==> config.mk <==
export PLATFORM = sky130hd
export DESIGN_NAME = tx
export DESIGN_NICKNAME = d
export VERILOG_FILES = /design/src/rtl/tx_pkg.sv /design/src/rtl/spi_edge_det.sv /design/src/rtl/tx.sv
export SDC_FILE = /design/constraint.sdc
export NUM_CORES = 1
export LEC_CHECK = 0
export BUFFER_PORTS_ARGS = -buffer_cell sky130_fd_sc_hd__buf_2
export CORE_MARGIN = 4
export CORE_UTILIZATION = 45
export DETAILED_ROUTE_END_ITERATION = 6
export PLACE_DENSITY = 0.67
export SYNTH_ARGS = -nofsm -noshare
export SYNTH_HDL_FRONTEND = slang
export SYNTH_SLANG_ARGS = --single-unit
export TNS_END_PERCENT = 50
==> constraint.sdc <==
create_clock -name clk -period 3.9 [get_ports clk]
set_input_delay 0.78 -clock clk [delete_from_list [all_inputs] [get_ports clk]]
set_output_delay 0.78 -clock clk [all_outputs]
set_load 0.01 [all_outputs]
==> src/rtl/tx_pkg.sv <==
// Shared types and frame layout for the SPI transmit stage.
// Build option: define TX_CHECKSUM_EN to append an XOR checksum byte to every frame.
package tx_pkg;

    typedef enum logic {
        IDLE,
        SEND
    } tx_state_t;

`ifdef TX_CHECKSUM_EN
    localparam int FRAME_BYTES = 4;
`else
    localparam int FRAME_BYTES = 3;
`endif

    localparam int IDX_W = $clog2(FRAME_BYTES);

    typedef logic [IDX_W-1:0] tx_idx_t;

    localparam tx_idx_t BYTE_STATUS = tx_idx_t'(0);
    localparam tx_idx_t BYTE_RES_HI = tx_idx_t'(1);
    localparam tx_idx_t BYTE_RES_LO = tx_idx_t'(2);
    localparam tx_idx_t BYTE_CSUM   = tx_idx_t'(3);
    localparam tx_idx_t LAST_IDX    = tx_idx_t'(FRAME_BYTES - 1);

    typedef logic [FRAME_BYTES-1:0][7:0] frame_t;

    // Assemble the on-wire byte sequence for one ALU result.
    function automatic frame_t build_frame(input logic [7:0] status, input logic [15:0] data);
        frame_t f;
        f[BYTE_STATUS] = status;
        f[BYTE_RES_HI] = data[15:8];
        f[BYTE_RES_LO] = data[7:0];
`ifdef TX_CHECKSUM_EN
        f[BYTE_CSUM]   = status ^ data[15:8] ^ data[7:0];
`endif
        return f;
    endfunction

endpackage

==> src/rtl/spi_edge_det.sv <==
// Synchronises the asynchronous spi_clk into the clk domain and emits one
// registered single-cycle spi_rise per spi_clk rising edge.
module spi_edge_det #(
    parameter int SYNC_STAGES = 2
) (
    input  logic clk,
    input  logic rst,
    input  logic spi_clk,
    output logic spi_rise
);

    logic sync_out;
    logic prev;

    if (SYNC_STAGES == 0) begin : g_nosync
        assign sync_out = spi_clk;
    end else begin : g_sync
        logic [SYNC_STAGES-1:0] sync_q;

        // NOTE: sequential state uses <= so every flop samples the pre-edge
        // value of its neighbour; blocking = here would collapse the chain.
        always_ff @(posedge clk) begin
            if (rst) begin
                sync_q <= '0;
            end else begin
                sync_q <= (sync_q << 1) | SYNC_STAGES'(spi_clk);
            end
        end

        assign sync_out = sync_q[SYNC_STAGES-1];
    end

    // Rise is registered so the pulse is glitch-free for the consuming FSM.
    always_ff @(posedge clk) begin
        if (rst) begin
            prev     <= 1'b0;
            spi_rise <= 1'b0;
        end else begin
            prev     <= sync_out;
            spi_rise <= sync_out & ~prev;
        end
    end

endmodule

==> src/rtl/tx.sv <==
// SPI transmit stage: accepts one ALU result and serialises it bytewise on miso.
// Build option: TX_CHECKSUM_EN adds a trailing XOR checksum byte (see tx_pkg).
module tx
    import tx_pkg::*;
#(
    parameter int         SYNC_STAGES = 2,
    parameter logic [7:0] IDLE_BYTE   = 8'h00
) (
    input  logic        clk,
    input  logic        rst,
    input  logic        spi_clk,
    input  logic        spi_r,
    input  logic        res_valid,
    input  logic [7:0]  res_status,
    input  logic [15:0] res_data,
    output logic        tx_ready,
    output logic [7:0]  miso,
    output logic        tx_busy,
    output logic        frame_done
);

    tx_state_t state;
    tx_idx_t   idx;
    tx_idx_t   idx_next;
    frame_t    frame_buf;
    frame_t    frame_in;
    logic      spi_rise;

    spi_edge_det #(
        .SYNC_STAGES(SYNC_STAGES)
    ) u_edge_det (
        .clk      (clk),
        .rst      (rst),
        .spi_clk  (spi_clk),
        .spi_rise (spi_rise)
    );

    assign idx_next = idx + tx_idx_t'(1);
    assign frame_in = build_frame(res_status, res_data);

    always_ff @(posedge clk) begin
        if (rst) begin
            state      <= IDLE;
            idx        <= '0;
            // NOTE: the holding buffer is only a few bytes, so it is cleared
            // on reset like every other flop; large memories would not be.
            frame_buf  <= '0;
            tx_ready   <= 1'b1;
            tx_busy    <= 1'b0;
            miso       <= IDLE_BYTE;
            frame_done <= 1'b0;
        end else begin
            frame_done <= 1'b0;
            unique case (state)
                IDLE: begin
                    if (res_valid && tx_ready) begin
                        state     <= SEND;
                        idx       <= '0;
                        frame_buf <= frame_in;
                        miso      <= frame_in[BYTE_STATUS];
                        tx_ready  <= 1'b0;
                        tx_busy   <= 1'b1;
                    end
                end
                SEND: begin
                    if (spi_rise && spi_r) begin
                        if (idx == LAST_IDX) begin
                            // A concurrent res_valid is seen only once tx_ready is back.
                            state      <= IDLE;
                            idx        <= '0;
                            miso       <= IDLE_BYTE;
                            tx_ready   <= 1'b1;
                            tx_busy    <= 1'b0;
                            frame_done <= 1'b1;
                        end else begin
                            idx  <= idx_next;
                            miso <= frame_buf[idx_next];
                        end
                    end
                end
                default: state <= IDLE;
            endcase
        end
    end

endmodule

==> results of run 1 <==
## routing by layer
layer,part of all wire,GRT usage
met3,0.048,0.0483
met5,0,0
met4,0.020,0.0689
met1,0.46,0.207
met2,0.47,0.256
## how the worst min path moves through the flow
stage / start / endpoint / slack [ns] / cells after the start
3_3_place_gp: u_edge_det.prev / u_edge_det.spi_rise / 0.37 / 1
3_5_place_dp: u_edge_det.prev / u_edge_det.spi_rise / 0.37 / 1
5_1_grt: u_edge_det.prev / u_edge_det.spi_rise / 0.41 / 1
4_1_cts: u_edge_det.prev / u_edge_det.spi_rise / 0.39 / 1
6_report: u_edge_det.prev / u_edge_det.spi_rise / 0.39 / 1
2_1_floorplan: u_edge_det.prev / u_edge_det.spi_rise / 0.37 / 1
## sequential cells by signal, summed over array words and instances (netlist names)
name	count
frame_buf	24
miso	8
idx	2
u_edge_det.g_sync.sync_q	2
frame_done	1
state	1
tx_busy	1
tx_ready	1
u_edge_det.prev	1
u_edge_det.spi_rise	1
## cell type report
type / instances / area [um2] / area share
well taps: 48 / 60.1 / 0.0293
repair buffers: 41 / 210 / 0.103
flip-flops and latches: 42 / 841 / 0.411
inverters: 2 / 7.51 / 0.00367
multi-input cells: 141 / 843 / 0.412
clock buffers: 6 / 72.6 / 0.0354
clock inverters: 2 / 13.8 / 0.00672
## where the power goes
group | switching, mW | internal, mW | leakage, nW
combinational | 0.0722 | 0.0534 | 0.431
clock | 0.146 | 0.126 | 0.0452
sequential | 0.0180 | 0.460 | 0.345
## per-stage QoR
stage,util,std cells,power [mW]
2_1_floorplan,-,200,0.570
3_3_place_gp,0.528,274,0.613
3_5_place_dp,0.528,274,0.614
4_1_cts,0.551,282,0.887
5_1_grt,0.551,282,0.919
6_report,0.551,282,0.875
## kinds of logic (layout without fill, tap and decap cells)
kind of cell / after synthesis / after routing / synth area share
buffers and inverters: 17 / 51 / 0.0454
muxes: 8 / 8 / 0.0511
and+or+nand+nor: 76 / 76 / 0.201
adders and majority gates: 4 / 4 / 0.0284
AOI/OAI and AO/OA: 53 / 53 / 0.197
DFF: 42 / 42 / 0.477
## Yosys cell counts
cell type   n  area [um2]
a211oi_2    8         100
a21oi_1    28         140
a22oi_1     8        60.1
and3_1      1        6.26
and3b_1     2        17.5
buf_1       2        7.51
buf_2       7        35.0
buf_6       1        11.3
clkbuf_1    5        18.8
dfxtp_1    42         841
ha_1        4        50.1
inv_1       2        7.51
mux2_1      4        45.0
mux2_2      4        45.0
nand2_1    50         188
nand3_1     4        20.0
nand3b_1    1        7.51
nand4_1     1        6.26
nor2_1      2        7.51
nor2b_1     5        31.3
nor3_1      8        40.0
nor3b_1     1        7.51
nor4b_4     1        23.8
o21ai_0     8        40.0
o21bai_1    1        7.51
==> impl_metrics.ini, run 1 <==
[run_status]
run_status = finished with violations
violations = DRC

[placement]
gp_congestion = 0.729
dpl_worst_slack_ns = 1.81
dpl-instance-area_mm2 = 0.00196
port_buffers = 39
dp_hpwl_mm = 2.47

[finish]
drive_gt1_frac = 0.261
fillers = 381
final_common_cell = nand2_1
fin_area_mm2 = 0.00205
antenna_cells = 0
layout_common_cells = nand2_1 (50), dfxtp_1 (42), buf_2 (39)
area_growth_pct = 16.1
nets = 266

[clock_tree]
holdBufCountCts = 0
clkSlewWorstSetupHoldPaths_ns = 0.08
h-tree-depth = 2
clock-sinks = 42
cts-root-buf = clkbuf_8
cts_max_path_buffers = 2
cts_setup_buffers = 0
clk_latency_ns = 0.30
cts_tree = done
numCtsBuffers = 5
ctsResizeCount = 0

[detailed_routing]
dr.pass1.iters = 6
drc = 1
wire_per_inst_um = 13.6
vias_per_cell = 5.18
num_vias = 1460
detail-route-antenna-nets = 0
drtIter0Drc = 81
drt-total-wl_mm = 3.84

[timing]
drv_slew = 0
holdWs_ns = 0.386
relSlewSlack = 0.461
fin_skew_ns = 0.00609
rsz0062_at_grt = no
fin_crit_ns = 2.05
final.setup.tns_ns = 0
setup_ws_ns = 1.85
fmax_mhz = 487
period_share = 0.526
setup_viol = 0
worst_pin_slew_ns = 0.809
hold_viol = 0

[setup_path]
worst-setup-path-type = reg -> reg
cp_slowest_cell = nor4b_4
crit_buf_inv = 1
crit_chain = inv_1, ha_1, nor4b_4, a22oi_1, a211oi_2
required_ns = 4.11
critPathArrivalTime_ns = 2.27
critPathMaxFanout = 9
crit_path_end_kind = flip-flop
worst_setup_path_start_kind = flip-flop
reg2regPathDepth = 5
crit_cells = 5
r2r_end = miso[4]
critical_path.top_delay_family = simple AND/OR/NAND/NOR gates
reg2reg_from = idx[0]
endpoint = miso[4]
cpPeakStageDelay_ns = 0.55
worstSetupStartpoint = idx[0]
r2r_slack_ns = 1.85

[logic_synthesis]
synth-warning-count = 0
ys_seq_area_frac = 0.477
syn-num-nets = 233
synth.avg_cell_area_um2 = 8.82
synth_seq_cells = 42
synth.cell_area_mm2 = 0.00176
synth_cells = 200
ys_types = 25

[power]
p_leak_nw = 0.821
max-vdd-ir-drop_mv = 0.195
power_density_mw_per_mm2 = 427

[floorplanning]
chipWidth_um = 70.6
die_y_um = 70.6
initial_core_util = 0.475
row_count = 22
pin_count = 40
core-area_mm2 = 0.00372
dieArea_mm2 = 0.00499

[worst_hold_path]
min_path_type = reg -> reg

[global_routing]
grt_max_degree = 42
grt_usage = 0.162
antenna_found_initial = 0
grt_pass1_vias = 1372
grt_pass1_wl_mm = 6.47
globalRoute.totalOverflow = 0

[run]
cap_violations = 0
(Power assumes the default switching activity.)
==> run 2: changes to the inputs <==
clock period = 2 ns   (was 3.9 ns; I/O delays follow)
==> run 2 against run 1 <==
  * The run now ends clean
  * Hold slack got worse by 0.062 ns
  * Fmax increased by 12%
  * Clock power increased by 83%
  * Via count increased by 0.62%
  * Combinational power increased by 100%
  * Register-to-register slack got worse by 1.7 ns
  * Total power increased by 92%
  * Die area unchanged
  * Clock-buffer cell count increased by 1
==> impl_metrics.ini, run 2 (synthesized netlist as in run 1, its figures left out) <==
[power]
swShare = 0.258
max-vdd-ir-drop_mv = 0.458
power_density_mw_per_mm2 = 811
power.share.sequential = 0.553
comb_power_share = 0.152
p_total_mw = 1.68
p_int_mw = 1.25
p_leak_nw = 0.840
p_clk_frac = 0.295
p_switching_mw = 0.434

[timing]
rsz0062_at_grt = no
worst_pin_slew_ns = 0.453
setup_ws_ns = 0.174
setup_viol = 0
fin_crit_ns = 1.83
period_share = 0.913
fmax_mhz = 548
hold_viol = 0
drv_slew = 0
fin_skew_ns = 0.00396
final.setup.tns_ns = 0
relSlewSlack = 0.698

[placement]
dp_hpwl_mm = 2.66
gp_congestion = 0.764
dpl-instance-area_mm2 = 0.00200
dpl_worst_slack_ns = 0.195
port_buffers = 39

[worst_hold_path]
min_from = spi_clk
hold_end = u_edge_det.g_sync.sync_q[0]
hold_depth = 2
min_path_type = in -> reg

[clock_tree]
clkSlewWorstSetupHoldPaths_ns = 0.07
holdBufCountCts = 0
clock-sinks = 42
ctsResizeCount = 0
cts-root-buf = clkbuf_8
h-tree-depth = 2
cts_tree = done
cts_max_path_buffers = 2
cts_setup_buffers = 0
clk_latency_ns = 0.28
numCtsBuffers = 5

[global_routing]
grt_pass1_vias = 1363
top_usage_layer = met2
grt_usage = 0.158
gr-usage-met3 = 0.0398
grtUsageMet1 = 0.201
antenna_found_initial = 0
grt_pass1_wl_mm = 6.31
globalRoute.totalOverflow = 0
grtUsageMet2 = 0.262
grt_max_degree = 35

[detailed_routing]
detail-route-antenna-nets = 0
drt-total-wl_mm = 3.90
drtIter0Drc = 47
num_vias = 1469
vias_per_cell = 5.14
wire_per_inst_um = 13.6
drc = 0
dr.pass1.iters = 4

[floorplanning]
row_count = 22
chipWidth_um = 70.6
die_y_um = 70.6
initial_core_util = 0.475
pin_count = 40
core-area_mm2 = 0.00372
dieArea_mm2 = 0.00499

[setup_path]
r2r_slack_ns = 0.17
critPathMaxFanout = 9
worst_setup_path_start_kind = flip-flop
critPathArrivalTime_ns = 2.04
reg2reg_from = idx[1]
r2r_end = miso[4]
reg2regPathDepth = 6
required_ns = 2.21
worst-setup-path-type = reg -> reg
crit_path_end_kind = flip-flop

[finish]
largest_reg_flops = 24
top_regs = frame_buf x24, miso x8
nets = 271
layout_common_cells = nand2_1 (50), dfxtp_1 (42), buf_2 (39)
fillers = 380
antenna_cells = 0
area_growth_pct = 17.7
drive_gt1_frac = 0.269
final_common_cell = nand2_1
post-route-util = 0.559
fin_area_mm2 = 0.00208
top_register = frame_buf

[run_status]
run_status = finished clean

[run]
cap_violations = 0
[run 2: changes by cell type in the layout (fill, tap and decap cells not counted)]
cell,change
buf_4,+5
clkinv_2,-1
clkinv_4,-1
clkbuf_1,+1
[run 2: power by group through the flow]
stage	Sequential, mW	Combinational [mW]	Clock [mW]
3_3_place_gp	0.950	0.257	0
2_1_floorplan	0.951	0.159	0
5_1_grt	0.937	0.288	0.543
3_5_place_dp	0.950	0.259	0
6_report	0.931	0.256	0.497
4_1_cts	0.931	0.261	0.517
[run 2: final cells by class]
class | instances | area (um2) | area share
Inverter | 2 | 7.51 | 0.00362
Multi-Input combinational cell | 141 | 843 | 0.406
Timing Repair Buffer | 46 | 248 | 0.119
Clock buffer | 7 | 76.3 | 0.0368
Sequential cell | 42 | 841 | 0.405
Tap cell | 48 | 60.1 | 0.0289
[run 2: worst max path at each step]
stage	from	endpoint	slack, ns	depth (start not counted)
2_1_floorplan	idx[0]	miso[0]	0.27	6
3_3_place_gp	idx[1]	miso[5]	0.22	6
3_5_place_dp	idx[1]	miso[5]	0.19	6
4_1_cts	idx[1]	miso[4]	0.17	6
5_1_grt	idx[1]	miso[4]	0.02	6
6_report	idx[1]	miso[4]	0.17	6
[run 2: critical path: stages, from the launching register on]
cell	delay, ns
dfxtp_1	0.38
inv_1	0.08
ha_1	0.47
nor4b_4	0.36
buf_4	0.18
a22oi_1	0.09
a211oi_2	0.19
[run 2: metrics by stage]
step / hold slack, ns / cells
after floorplan: 0.367 / 200
after global placement: 0.371 / 279
after detailed placement: 0.380 / 279
after CTS: 0.317 / 286
after global routing: 0.329 / 286
final: 0.324 / 286
[run 2: layer usage]
layer  wire length (um)  share of wire  up-vias
met1               1790           0.46      669
met4                 42          0.011        0
met2               1850           0.48       37
met5                  0              0        -
li1                   -              -      759
met3                218          0.056        4
